===== src/rtl/cache_mem_arbiter.sv =====
// ---------------------------------------------------------------------------
// cache_mem_arbiter
//
// Purpose:
//   Shares the single line-wide memory port between the instruction cache and
//   the data cache. One request is granted at a time. The granted line address
//   and writeback data are registered, a one-cycle memory strobe is issued,
//   and the fixed memory latency is counted down. Read data is then captured
//   into the owner's rdata register, and the owner gets a one-cycle ack.
//
// Handshake:
//   A cache raises req_rd and/or req_wr and holds it, with addr/wdata, until it
//   sees its ack. It drops the request at the edge after the ack. A request
//   still high in the IDLE cycle after DONE counts as a new transaction.
//   addr and wdata are latched at grant, so later changes are ignored.
//   If both req_wr and req_rd are high on one side, the writeback is done.
//
// Ports:
//   clk, reset_n             clock, synchronous active-low reset
//   i_req_rd/i_req_wr        icache fill / writeback request (level, held)
//   i_addr, i_wdata          icache line address (bits[1:0] ignored), wb line
//   i_rdata, i_ack           fill data register, one-cycle completion pulse
//   d_*                      same set for the dcache
//   mem_read_m/mem_write_m   one-cycle memory strobes
//   mem_addr, mem_wdata      registered line address ([1:0]=00) and wb line
//   mem_rdata                memory read line
//   busy                     high in every state except IDLE
//
// Build option:
//   ARB_ROUND_ROBIN_EN  when defined, simultaneous requests alternate between
//                       the caches using rr_ptr. Otherwise the dcache always
//                       has priority.
// ---------------------------------------------------------------------------
module cache_mem_arbiter #(
    parameter int ADDR_W      = 16,
    parameter int LINE_W      = 64,
    parameter int MEM_LATENCY = 4
) (
    input  logic              clk,
    input  logic              reset_n,
    input  logic              i_req_rd,
    input  logic              i_req_wr,
    input  logic [ADDR_W-1:0] i_addr,
    input  logic [LINE_W-1:0] i_wdata,
    output logic [LINE_W-1:0] i_rdata,
    output logic              i_ack,
    input  logic              d_req_rd,
    input  logic              d_req_wr,
    input  logic [ADDR_W-1:0] d_addr,
    input  logic [LINE_W-1:0] d_wdata,
    output logic [LINE_W-1:0] d_rdata,
    output logic              d_ack,
    output logic              mem_read_m,
    output logic              mem_write_m,
    output logic [ADDR_W-1:0] mem_addr,
    output logic [LINE_W-1:0] mem_wdata,
    input  logic [LINE_W-1:0] mem_rdata,
    output logic              busy
);

    typedef enum logic [1:0] {
        IDLE  = 2'd0,
        ISSUE = 2'd1,
        WAIT  = 2'd2,
        DONE  = 2'd3
    } state_t;

    // The counter holds MEM_LATENCY-1 through ISSUE. It steps down once per
    // WAIT cycle, and capture happens at the edge where it reads 1. This puts
    // the capture edge MEM_LATENCY-1 cycles after the strobe cycle.
    localparam logic [3:0]        CNT_LOAD  = 4'(MEM_LATENCY - 1);
    localparam logic [ADDR_W-1:0] LINE_MASK = ~ADDR_W'(3);

    // owner encoding: 1 = dcache, 0 = icache
    localparam logic OWNER_D = 1'b1;
    localparam logic OWNER_I = 1'b0;

    state_t            state_q, state_d;
    logic [3:0]        cnt_q, cnt_d;
    logic              owner_q, owner_d;
    logic              op_wr_q, op_wr_d;
    logic [ADDR_W-1:0] mem_addr_q, mem_addr_d;
    logic [LINE_W-1:0] mem_wdata_q, mem_wdata_d;
    logic [LINE_W-1:0] i_rdata_q, i_rdata_d;
    logic [LINE_W-1:0] d_rdata_q, d_rdata_d;

    logic              i_any;
    logic              d_any;
    logic              grant_d_side;
    logic              capture;
    logic [ADDR_W-1:0] sel_addr;
    logic [LINE_W-1:0] sel_wdata;
    logic              sel_wr;

    assign i_any = i_req_rd | i_req_wr;
    assign d_any = d_req_rd | d_req_wr;

`ifdef ARB_ROUND_ROBIN_EN
    // rr_ptr: 1 = dcache wins a tie, 0 = icache wins a tie. After every
    // grant it points away from the side that was just served.
    logic rr_ptr_q, rr_ptr_d;

    assign grant_d_side = d_any & (~i_any | rr_ptr_q);

    always_comb begin
        rr_ptr_d = rr_ptr_q;
        if (state_q == IDLE && (i_any || d_any)) begin
            rr_ptr_d = ~grant_d_side;
        end
    end

    always_ff @(posedge clk) begin
        if (!reset_n) begin
            rr_ptr_q <= OWNER_D;
        end else begin
            rr_ptr_q <= rr_ptr_d;
        end
    end
`else
    // Fixed priority: the dcache always wins a tie.
    assign grant_d_side = d_any;
`endif

    // Request fields of the side that would be granted this cycle
    assign sel_addr  = grant_d_side ? d_addr   : i_addr;
    assign sel_wdata = grant_d_side ? d_wdata  : i_wdata;
    assign sel_wr    = grant_d_side ? d_req_wr : i_req_wr;

    // Next-state and datapath logic
    always_comb begin
        state_d     = state_q;
        cnt_d       = cnt_q;
        owner_d     = owner_q;
        op_wr_d     = op_wr_q;
        mem_addr_d  = mem_addr_q;
        mem_wdata_d = mem_wdata_q;
        capture     = 1'b0;

        unique case (state_q)
            IDLE: begin
                if (i_any || d_any) begin
                    owner_d     = grant_d_side ? OWNER_D : OWNER_I;
                    op_wr_d     = sel_wr;   // write wins when both are high
                    mem_addr_d  = sel_addr & LINE_MASK;
                    mem_wdata_d = sel_wdata;
                    cnt_d       = CNT_LOAD;
                    state_d     = ISSUE;
                end
            end
            ISSUE: begin
                if (cnt_q != 4'd0) begin
                    state_d = WAIT;
                end else begin
                    // MEM_LATENCY == 1: data is ready at the end of the strobe cycle
                    capture = 1'b1;
                    state_d = DONE;
                end
            end
            WAIT: begin
                cnt_d = cnt_q - 4'd1;
                // <= 1 rather than == 1 so a corrupted count cannot hang here
                if (cnt_q <= 4'd1) begin
                    capture = 1'b1;
                    state_d = DONE;
                end
            end
            DONE: begin
                state_d = IDLE;
            end
            default: begin
                state_d = IDLE;
            end
        endcase
    end

    // Read data goes only to the owner's register. Writes leave rdata untouched.
    always_comb begin
        i_rdata_d = i_rdata_q;
        d_rdata_d = d_rdata_q;
        if (capture && !op_wr_q) begin
            if (owner_q == OWNER_D) begin
                d_rdata_d = mem_rdata;
            end else begin
                i_rdata_d = mem_rdata;
            end
        end
    end

    // State register. Reset drops any in-flight transaction without an ack.
    always_ff @(posedge clk) begin
        if (!reset_n) begin
            state_q     <= IDLE;
            cnt_q       <= 4'd0;
            owner_q     <= OWNER_D;
            op_wr_q     <= 1'b0;
            mem_addr_q  <= '0;
            mem_wdata_q <= '0;
            i_rdata_q   <= '0;
            d_rdata_q   <= '0;
        end else begin
            state_q     <= state_d;
            cnt_q       <= cnt_d;
            owner_q     <= owner_d;
            op_wr_q     <= op_wr_d;
            mem_addr_q  <= mem_addr_d;
            mem_wdata_q <= mem_wdata_d;
            i_rdata_q   <= i_rdata_d;
            d_rdata_q   <= d_rdata_d;
        end
    end

    // Outputs
    assign mem_read_m  = (state_q == ISSUE) && !op_wr_q;
    assign mem_write_m = (state_q == ISSUE) &&  op_wr_q;
    assign mem_addr    = mem_addr_q;
    assign mem_wdata   = mem_wdata_q;
    assign i_rdata     = i_rdata_q;
    assign d_rdata     = d_rdata_q;
    assign i_ack       = (state_q == DONE) && (owner_q == OWNER_I);
    assign d_ack       = (state_q == DONE) && (owner_q == OWNER_D);
    assign busy        = (state_q != IDLE);

endmodule


===== config.mk =====
export PLATFORM = sky130hd
export DESIGN_NAME = cache_mem_arbiter
export DESIGN_NICKNAME = d
export VERILOG_FILES = /design/src/rtl/cache_mem_arbiter.sv
export SDC_FILE = /design/constraint.sdc
export NUM_CORES = 1
export LEC_CHECK = 0
export CAP_MARGIN = 10
export CORE_AREA = 2 2 173 175
export DETAILED_ROUTE_END_ITERATION = 7
export DIE_AREA = 0 0 175 177
export PLACE_DENSITY_LB_ADDON = 0.12
export SLEW_MARGIN = 0
export SYNTH_ARGS = -nofsm -noshare
export SYNTH_HDL_FRONTEND = slang
export SYNTH_SLANG_ARGS = --single-unit
export TNS_END_PERCENT = 30

===== constraint.sdc =====
create_clock -name clk -period 2.8 [get_ports clk]
set_clock_uncertainty 0.1 [all_clocks]
set_input_delay 0.42 -clock clk [delete_from_list [all_inputs] [get_ports clk]]
set_output_delay 0.42 -clock clk [all_outputs]
set_load 0.05 [all_outputs]

* Word level (Yosys, flattened, before mapping)
Index checks and enable logic that the tools add are counted.
** Operators by class
- Add/sub/neg operators :: 1
- Order comparisons :: 1
- Equal/unequal tests :: 5
- Mux-type cells :: 13
- Bitwise operators :: 3
- Reduce and logical (&&, ||, !) cells :: 16
** Operator list (number)
- 2-to-1 mux 64 bit :: 1
- 2-to-1 mux 16 bit :: 1
- AND reduction 2 bit :: 5
- case mux 2 bit (4 select lines) :: 1
- case mux 4 bit (2 select lines) :: 1
- logical AND 1 bit :: 5
- 2-to-1 mux 1 bit :: 5
- == test 2 bit, second input constant :: 2
- <= comparator 4 x 1 -> 1 bit, second input constant :: 1
- 2-to-1 mux 2 bit :: 2
- 2-to-1 mux 4 bit :: 1
- inequality test 2 bit, second input constant :: 2
- nonzero test 2 bit :: 2
- nonzero test 4 bit :: 1
- subtractor 4 x 1 -> 4 bit, second input constant :: 1
- == test 2 x 1 -> 1 bit, second input constant :: 1
- zero test 2 bit :: 1
- OR 1 bit :: 2
- case mux 1 bit (2 select lines) :: 1
- zero test 1 bit :: 1
- logical OR 1 bit :: 1
- NOT 1 bit :: 1
** Storage, ports and cells
- Bits in registers :: 214
- Input bits :: 230
- Output and inout bits :: 213
- Word-level logic and storage cells :: 47

* Longest topological paths before layout
Gate-level depths: netlist of run 1.
- Word-level depth :: 5
- Depth in mapped cells :: 10
- Gate-level depth less buffers :: 6

* Worst setup path before layout of run 1
OpenSTA, ideal clock, no wires.
- Kind :: register -> register
- From :: reg state_q[0]
- To :: reg i_rdata_q[57], in the netlist i_rdata[57]
- Setup time :: 0.128 ns
- Arrival time :: 2.188 ns
- Data required time :: 2.572 ns
- Slack :: 0.384 ns
- Stages on the path, launching flop included :: 10
- Path buffers :: 3
- Period minus slack after synthesis :: 2.416 ns
- Path through :: dfxtp_1 inv_1 ha_1 or4b_1 or4_4 buf_6 buf_6 buf_6 nand3_2 o21ai_1
** Between the ends
- Cells in the longest elaborated chain, start to end :: 4
- Elaborated cells on any way between the ends :: 5
- Those cells by class :: 2 x eq/ne; 1 x mux; 2 x reduce/logical
** Ends and longest elaborated chain
- from (decl) :: line 78 : state_t state_q, state_d;
- from (signal assigned) :: line 201 : state_q <= state_d;
- == test 2 bit / == test 2 x 1 -> 1 bit (equally long branches) :: line 139 : unique case (state_q)
- case mux 1 bit (2 select lines) * :: line 139
- logical AND 1 bit * :: line 180 : if (capture && !op_wr_q) begin
- AND reduction 2 bit (no source line) *
- to (signal assigned) :: line 207 : i_rdata_q <= i_rdata_d;
- to (decl) :: line 84 : logic [LINE_W-1:0] i_rdata_q, i_rdata_d;
Mark *: on every way between the ends. The rest lies on a longest branch, timed or not.
A chain may end at the register's enable or synchronous reset.

* Worst setup path after layout of run 1
- From :: reg state_q[0]
- To :: out mem_read_m
** Between the ends
- Cells in the longest elaborated chain, start to end :: 2
** Ends and longest elaborated chain
- == test 2 x 1 -> 1 bit :: line 213 : assign mem_read_m = (state_q == ISSUE) && !op_wr_q;
- logical AND 1 bit :: line 213
- to (decl) :: line 53 : output logic mem_read_m,
No other way between the ends.

==> results_tabular.tex, run 1 <==
\begin{tabular}{lr}
\hline
Metric & Value \\
\hline
\multicolumn{2}{l}{\textbf{Run status}} \\
Status & completed \\
\multicolumn{2}{l}{\textbf{Final layout}} \\
Leading cell type in the layout, fill and taps excluded & sky130\_fd\_sc\_hd\_\_clkdlybuf4s50\_1 \\
FILL cells & between 2000 and 3000 \\
Antenna Cells & 0 \\
Area taken by flip-flops and latches & $\sim$4300 um\^{}2 \\
Share of post-route cells with drive strength above 1 & 0.05484 \\
Total area of multi-input combinational cells & $\sim$3600 um\^{}2 \\
Most used cells in the layout excluding fill and tap cells & sky130\_fd\_sc\_hd\_\_clkdlybuf4s50\_1 (432), sky130\_fd\_sc\_hd\_\_dfxtp\_1 (214), sky130\_fd\_sc\_hd\_\_o21ai\_0 (167) \\
Final Net Count & approximately 1600 \\
Area Overhead vs Synth & 66.68\% \\
\multicolumn{2}{l}{\textbf{Clock tree}} \\
Number of buffers inserted during clock tree synthesis & 26 \\
CTS Root Cell & sky130\_fd\_sc\_hd\_\_clkbuf\_16 \\
Number of clock sinks & between 200 and 250 \\
H-tree depth & 1 \\
Clock edge transition at the registers on the reported setup and hold paths & 0.06 ns \\
CTS Buffer Depth & 3 \\
TritonCTS clock tree & built \\
Setup Fix Bufs, Post-CTS & 0 \\
Clock Latency Late Sink & 0.52 ns \\
\multicolumn{2}{l}{\textbf{Timing}} \\
Worst Slack Setup Final & around 0.12 ns \\
Max Clk Rate & between 300 and 400 MHz \\
Tightest slew margin relative to the limit & 0.5126 \\
Hold Violations, Final & 0 \\
Final Critical Period & about 2.7 ns \\
Setup-violating endpoint count in the final report & 0 \\
Worst Tran Pin Value & approximately 0.73 ns \\
Final count of pins violating max slew & 0 \\
Final TNS setup & 0 ns \\
Setup repair after global routing missed its margin & false \\
Period utilization & 0.9558 \\
\multicolumn{2}{l}{\textbf{Floorplan}} \\
Floorplan row count & between 60 and 70 \\
IO Pins & around 440 \\
Die Width & roughly 180 um \\
Core Box Area & slightly below 30000 um\^{}2 \\
Floorplan die height & roughly 180 um \\
Initial cell density of the core & 0.2850 \\
Die area & around 31000 um\^{}2 \\
\multicolumn{2}{l}{\textbf{Drt}} \\
DRC violation count after routing & 0 \\
Avg Vias per Cell & 4.693 \\
Iteration-0 DRC Markers & about 530 \\
Detail-routed net length per standard cell & $\sim$16 um \\
Vias & 8419 \\
Aggregate routed wire length & about 30 mm \\
First-pass iteration count of the detailed router & 6 \\
Residual antenna-violating net count after detailed routing & 0 \\
\multicolumn{2}{l}{\textbf{Global routing}} \\
Wire length of the first global-routing pass & 44.09 mm \\
All-Layer GR Usage & 0.1772 \\
Number of antenna violations at the first check in global routing & 0 \\
Number of global-route vias before repair & $\sim$7900 \\
Total gr overflow & 0 \\
Pin count of the biggest net entering global routing & around 130 \\
\multicolumn{2}{l}{\textbf{Pwr}} \\
Sw Share & 0.4110 \\
Sequential share of power & 0.304 \\
Net switching power & around 5500 uW \\
Static leakage power & 0.004927 uW \\
Worst-case vdd ir drop & between 0.5 and 0.6 mV \\
Comb power frac & 0.434 \\
Total power per unit cell area & just under 1000 nW/um\^{}2 \\
Design internal power & approximately 7900 uW \\
Proportion of power drawn by the clock network & 0.261 \\
\multicolumn{2}{l}{\textbf{Synthesis}} \\
Flop and latch count out of synthesis & about 210 \\
Cell area after technology mapping & 8335 um\^{}2 \\
Gate count after technology mapping & $\sim$1000 \\
Avg Cell Area, Syn & $\sim$8.3 um\^{}2 \\
Share of the yosys chip area belonging to registers & 0.5140 \\
Number of distinct library cells after synthesis & 36 \\
Warning count from the yosys run & 0 \\
\multicolumn{2}{l}{\textbf{Placed design}} \\
Post-Place Setup Slack & between 0.2 and 0.25 ns \\
HPWL Detailed & 20.32 mm \\
Global placement routability congestion & between 0.7 and 0.8 \\
I/O Buffers & about 440 \\
\multicolumn{2}{l}{\textbf{Worst setup path}} \\
Critical path data required time & approximately 2.3 ns \\
Crit Path Category & reg -> out \\
Critical path launch point type & flop \\
Kind of capture point of the worst setup path & output pin \\
Arrival time reported for the critical path endpoint & around 2.2 ns \\
Maximum fanout along the worst path & 6 \\
\multicolumn{2}{l}{\textbf{Hold path}} \\
Worst Hold Class & in -> reg \\
\multicolumn{2}{l}{\textbf{Job}} \\
Maxcap violations & 0 \\
\hline
\end{tabular}
-- power by group through the flow --
stage,sequential (uW),clock (uW),combinational (uW)
final,4100,3520,5850
after global routing,4190,3780,6190
after CTS,4100,3650,5900
after detailed placement,4160,0,5900
after global placement,4130,0,5900
after floorplan,6370,0,1510
-- sequential cells by signal (all words and copies together) (netlist names) --
signal     flops
owner_q        1
mem_wdata     64
d_rdata       64
mem_addr      14
i_rdata       64
cnt_q          4
op_wr_q        1
state_q        2
-- final cells by class --
class	instances	area share
Inverter	8	0.002161
Multi-Input combinational cell	682	0.2585
Tap cell	390	0.03512
Clock buffer	39	0.05692
Clock inverter	9	0.008826
Sequential cell	214	0.3084
Timing Repair Buffer	452	0.3302
-- metal layers --
metal	part of all wire	up-vias	wire, um	track usage
li1	-	4336	-	-
met1	0.41	3719	11810	0.2057
met2	0.47	321	13650	0.3024
met3	0.10	43	2911	0.06701
met4	0.027	0	775	0.05521
met5	0	-	0	0
-- stage by stage --
step	util	hold WS, ns	std cells	area (um^2)	power, uW
after floorplan	-	0.3635	1009	8339	7879
after global placement	0.4439	0.3455	1746	12980	10030
after detailed placement	0.4439	0.3486	1746	12980	10060
after CTS	0.4751	0.08495	1794	13890	13650
after global routing	0.4751	0.1041	1794	13890	14160
final	0.4751	0.1166	1794	13890	13460
-- worst paths after layout --
check | from | endpoint | slack [ns] | depth (start not counted)
max reg2reg | state_q[0] | d_rdata[26] | 0.16 | 7
min reg2reg | i_rdata[54] | i_rdata[54] | 0.35 | 2
min | reset_n | owner_q | 0.12 | 2
max | state_q[0] | mem_read_m | 0.12 | 3
-- cells in the mapped netlist --
master	count	share of area
sky130_fd_sc_hd__o21ai_2	4	0.0042
sky130_fd_sc_hd__ha_1	6	0.0090
sky130_fd_sc_hd__a21o_1	1	0.00090
sky130_fd_sc_hd__nand3_1	124	0.074
sky130_fd_sc_hd__nor3_1	1	0.00060
sky130_fd_sc_hd__buf_1	10	0.0045
sky130_fd_sc_hd__inv_1	8	0.0036
sky130_fd_sc_hd__nor4_1	1	0.00075
sky130_fd_sc_hd__a211oi_1	1	0.00090
sky130_fd_sc_hd__buf_2	16	0.0096
sky130_fd_sc_hd__and2_1	2	0.0015
sky130_fd_sc_hd__and2b_1	1	0.00090
sky130_fd_sc_hd__clkbuf_2	1	0.00060
sky130_fd_sc_hd__conb_1	1	0.00045
sky130_fd_sc_hd__o21ai_0	167	0.10
sky130_fd_sc_hd__dfxtp_1	214	0.51
sky130_fd_sc_hd__nand3_2	6	0.0072
sky130_fd_sc_hd__o21a_1	3	0.0027
sky130_fd_sc_hd__or4_1	1	0.00090
sky130_fd_sc_hd__o31ai_1	2	0.0018
sky130_fd_sc_hd__buf_6	4	0.0054
sky130_fd_sc_hd__clkbuf_1	72	0.032
sky130_fd_sc_hd__nand4_1	2	0.0015
sky130_fd_sc_hd__or4b_1	1	0.0012
sky130_fd_sc_hd__a31oi_1	2	0.0015
sky130_fd_sc_hd__o21ai_1	36	0.022
sky130_fd_sc_hd__nand2_1	146	0.066
sky130_fd_sc_hd__buf_4	2	0.0018
sky130_fd_sc_hd__o221ai_1	2	0.0021
sky130_fd_sc_hd__a311oi_1	79	0.083
sky130_fd_sc_hd__nor2b_1	3	0.0023
sky130_fd_sc_hd__o211ai_1	1	0.00090
sky130_fd_sc_hd__nand4b_1	1	0.0011
sky130_fd_sc_hd__a21oi_1	4	0.0024
sky130_fd_sc_hd__nor2_1	82	0.037
sky130_fd_sc_hd__or4_4	1	0.0014
-- cell families after synthesis --
kind of cell | Yosys count | share of synthesized area
AOI/OAI and AO/OA | 302 | 0.2223
adders and majority gates | 6 | 0.009006
buffers and inverters | 113 | 0.05794
and+or+nand+nor | 372 | 0.1963
other | 1 | 0.0004499
DFF | 214 | 0.5140
-- repair_timing --
item / CTS / global route
hold buffers: 0 / 0
gates resized for setup: 1 / 0
setup endpoints to repair: 1 / 0
-- critical path, cell delays in order (launching register included) --
cell	delay, ns
sky130_fd_sc_hd__dfxtp_1	0.42
sky130_fd_sc_hd__ha_1	0.24
sky130_fd_sc_hd__nor2b_1	0.14
sky130_fd_sc_hd__clkdlybuf4s50_1	0.84
(Power assumes the default switching activity.)
==> run 2, diff against run 1 <==
Settings changed: CELL_PAD_IN_SITES_DETAIL_PLACEMENT set to 0, CELL_PAD_IN_SITES_GLOBAL_PLACEMENT set to 1, CORE_AREA 2 2 173 175 to unset, CORE_MARGIN set to 2, CORE_UTILIZATION set to 27, DIE_AREA 0 0 175 177 to unset.
==> results_tabular.tex, run 2 (synthesis gave the netlist of run 1 again) <==
\begin{tabular}{lr}
\hline
Metric & Value \\
\hline
\multicolumn{2}{l}{\textbf{Floorplan}} \\
Die Width & 179.7 um (was 175 um) \\
Initial cell density of the core & 0.2732 (was 0.2850) \\
Floorplan die height & 179.7 um (was 177 um) \\
Floorplan row count & 64 (was 63) \\
IO Pins & 443 (unchanged) \\
Core Box Area & 30510 um\^{}2 (was 29240 um\^{}2) \\
Die area & 32290 um\^{}2 (was 30980 um\^{}2) \\
\multicolumn{2}{l}{\textbf{Pwr}} \\
Overall power after layout & 13400 uW (was 13460 uW) \\
Proportion of power drawn by the clock network & 0.255 (was 0.261) \\
Comb power frac & 0.439 (was 0.434) \\
Static leakage power & 0.004941 uW (was 0.004927 uW) \\
Worst-case vdd ir drop & 0.5090 mV (was 0.5585 mV) \\
Design internal power & 7842 uW (was 7930 uW) \\
Total power per unit cell area & 964.3 nW/um\^{}2 (was 969.0 nW/um\^{}2) \\
Sw Share & 0.4149 (was 0.4110) \\
Sequential share of power & 0.306 (was 0.304) \\
Net switching power & 5560 uW (was 5533 uW) \\
\multicolumn{2}{l}{\textbf{Worst setup path}} \\
Crit Path Category & reg -> out (unchanged) \\
Kind of capture point of the worst setup path & output pin (unchanged) \\
Arrival time reported for the critical path endpoint & 2.14 ns (was 2.16 ns) \\
Launch point of the worst reg-to-reg path & state\_q[1] (was state\_q[0]) \\
Setup slack of the worst register-to-register path & 0.21 ns (was 0.16 ns) \\
Critical path launch point type & flop (unchanged) \\
Maximum fanout along the worst path & 5 (was 6) \\
FF-to-FF End & i\_rdata[46] (was d\_rdata[26]) \\
Path depth of the worst reg2reg path & 7 (unchanged) \\
Critical path data required time & 2.28 ns (about the same) \\
\multicolumn{2}{l}{\textbf{Final layout}} \\
Area taken by flip-flops and latches & 4284 um\^{}2 (unchanged) \\
Final Net Count & 1621 (was 1620) \\
Most used cells in the layout excluding fill and tap cells & sky130\_fd\_sc\_hd\_\_clkdlybuf4s50\_1 (431), sky130\_fd\_sc\_hd\_\_dfxtp\_1 (214), sky130\_fd\_sc\_hd\_\_o21ai\_0 (167) (was sky130\_fd\_sc\_hd\_\_clkdlybuf4s50\_1 (432), sky130\_fd\_sc\_hd\_\_dfxtp\_1 (214), sky130\_fd\_sc\_hd\_\_o21ai\_0 (167)) \\
Share of post-route cells with drive strength above 1 & 0.05488 (was 0.05484) \\
Filler-free cell count of the finished design & 1800 (was 1794) \\
Share of the core filled with cells in the final layout & 0.4555 (was 0.4751) \\
Area Overhead vs Synth & 66.74\% (was 66.68\%) \\
FILL cells & 3057 (was 2879) \\
Total area of multi-input combinational cells & 3591 um\^{}2 (unchanged) \\
Leading cell type in the layout, fill and taps excluded & sky130\_fd\_sc\_hd\_\_clkdlybuf4s50\_1 (unchanged) \\
\multicolumn{2}{l}{\textbf{Placed design}} \\
Post-Place Setup Slack & 0.1999 ns (was 0.2306 ns) \\
I/O Buffers & 436 (unchanged) \\
Total instance count after detailed placement & 1753 (was 1746) \\
HPWL Detailed & 21.10 mm (was 20.32 mm) \\
Global placement routability congestion & 0.7370 (was 0.7626) \\
\multicolumn{2}{l}{\textbf{Drt}} \\
Iteration-0 DRC Markers & 450 (was 525) \\
Residual antenna-violating net count after detailed routing & 0 (unchanged) \\
Aggregate routed wire length & 30.54 mm (was 29.15 mm) \\
Detail-routed net length per standard cell & 16.97 um (was 16.25 um) \\
Vias & 8498 (was 8419) \\
DRC violation count after routing & 0 (unchanged) \\
Avg Vias per Cell & 4.721 (was 4.693) \\
First-pass iteration count of the detailed router & 4 (was 6) \\
\multicolumn{2}{l}{\textbf{Clock tree}} \\
Clock edge transition at the registers on the reported setup and hold paths & 0.06 ns (about the same) \\
Clock Latency Late Sink & 0.52 ns (about the same) \\
CTS Buffer Depth & 3 (unchanged) \\
Setup Fix Bufs, Post-CTS & 0 (unchanged) \\
CTS Root Cell & sky130\_fd\_sc\_hd\_\_clkbuf\_16 (unchanged) \\
Number of buffers inserted during clock tree synthesis & 26 (unchanged) \\
Number of clock sinks & 214 (unchanged) \\
H-tree depth & 1 (unchanged) \\
Total of hold buffers inserted after clock tree synthesis & 0 (unchanged) \\
TritonCTS clock tree & built (unchanged) \\
\multicolumn{2}{l}{\textbf{Timing}} \\
Setup-violating endpoint count in the final report & 0 (unchanged) \\
Max Clk Rate & 375.4 MHz (was 373.7 MHz) \\
Final count of pins violating max slew & 0 (unchanged) \\
Period utilization & 0.9514 (was 0.9558) \\
Final Critical Period & 2.664 ns (was 2.676 ns) \\
Worst Slack Setup Final & 0.1360 ns (was 0.1238 ns) \\
Setup repair after global routing missed its margin & false (unchanged) \\
Final TNS setup & 0 ns (unchanged) \\
Tightest slew margin relative to the limit & 0.3612 (was 0.5126) \\
Worst Tran Pin Value & 0.9582 ns (was 0.7310 ns) \\
Hold Violations, Final & 0 (unchanged) \\
\multicolumn{2}{l}{\textbf{Job}} \\
Maxcap violations & 0 (unchanged) \\
\multicolumn{2}{l}{\textbf{Run status}} \\
Status & completed (unchanged) \\
\multicolumn{2}{l}{\textbf{Global routing}} \\
Pin count of the biggest net entering global routing & 200 (was 129) \\
Wire length of the first global-routing pass & 47.25 mm (was 44.09 mm) \\
All-Layer GR Usage & 0.1803 (was 0.1772) \\
Number of global-route vias before repair & 8211 (was 7915) \\
Total gr overflow & 0 (unchanged) \\
Number of antenna violations at the first check in global routing & 5 (was 0) \\
\multicolumn{2}{l}{\textbf{Hold path}} \\
Hold path startpoint & d\_req\_wr (was reset\_n) \\
Worst Hold Endpoint & op\_wr\_q (was owner\_q) \\
Worst Hold Class & in -> reg (unchanged) \\
WHS Path Cells & 3 (was 2) \\
\hline
\end{tabular}
run 2: power groups by stage:
stage	combinational [uW]	clock [uW]	sequential (uW)
finish	5890	3420	4100
global route	6250	3660	4180
CTS	5970	3570	4100
detailed placement	5960	0	4150
global placement	5960	0	4130
floorplan	1510	0	6370
run 2: area by class of cell:
cell class,instances,share of cell area
Sequential cell,214,0.3082
Clock inverter,7,0.006932
Multi-Input combinational cell,682,0.2584
Antenna cell,1,0.0001801
Timing Repair Buffer,453,0.3317
Inverter,8,0.002161
Tap cell,396,0.03565
Clock buffer,39,0.05681
run 2: what timing repair did:
| action | 4_1_cts | 5_1_grt |
|---|---|---|
| resized for setup | 1 | 1 |
| cloned | 0 | 0 |
| endpoints found under the setup margin | 1 | 1 |
run 2: routing by layer:
| layer | vias up | wire length [um] | track usage |
|---|---|---|---|
| met3 | 51 | 2440 | 0.06584 |
| met1 | 3813 | 12640 | 0.2072 |
| li1 | 4334 | - | - |
| met4 | 8 | 849 | 0.05073 |
| met5 | - | 62 | 0 |
| met2 | 292 | 14550 | 0.3137 |
run 2: worst max-delay path, cell delays in order (launching register included):
cell and delay (ns):
sky130_fd_sc_hd__dfxtp_1 0.32, sky130_fd_sc_hd__buf_4 0.13, sky130_fd_sc_hd__ha_1 0.21, sky130_fd_sc_hd__and2_1 0.14, sky130_fd_sc_hd__clkdlybuf4s50_1 0.82
run 2: worst max-delay path by stage:
stage,slack (ns),cells past startpoint,from,endpoint
after floorplan,0.38,9,state_q[0],i_rdata[57]
after global routing,0.008,4,state_q[1],mem_write_m
after detailed placement,0.20,7,state_q[1],i_rdata[46]
after CTS,0.07,4,state_q[0],mem_read_m
final,0.14,4,state_q[0],mem_write_m
after global placement,0.24,7,state_q[1],i_rdata[13]
run 2: through the flow:
stage,hold WS (ns),instance area [um^2]
finish,0.2538,13900
global route,0.2534,13900
CTS,0.2231,13890
detailed placement,0.3487,13010
global placement,0.3433,13010
floorplan,0.3635,8339
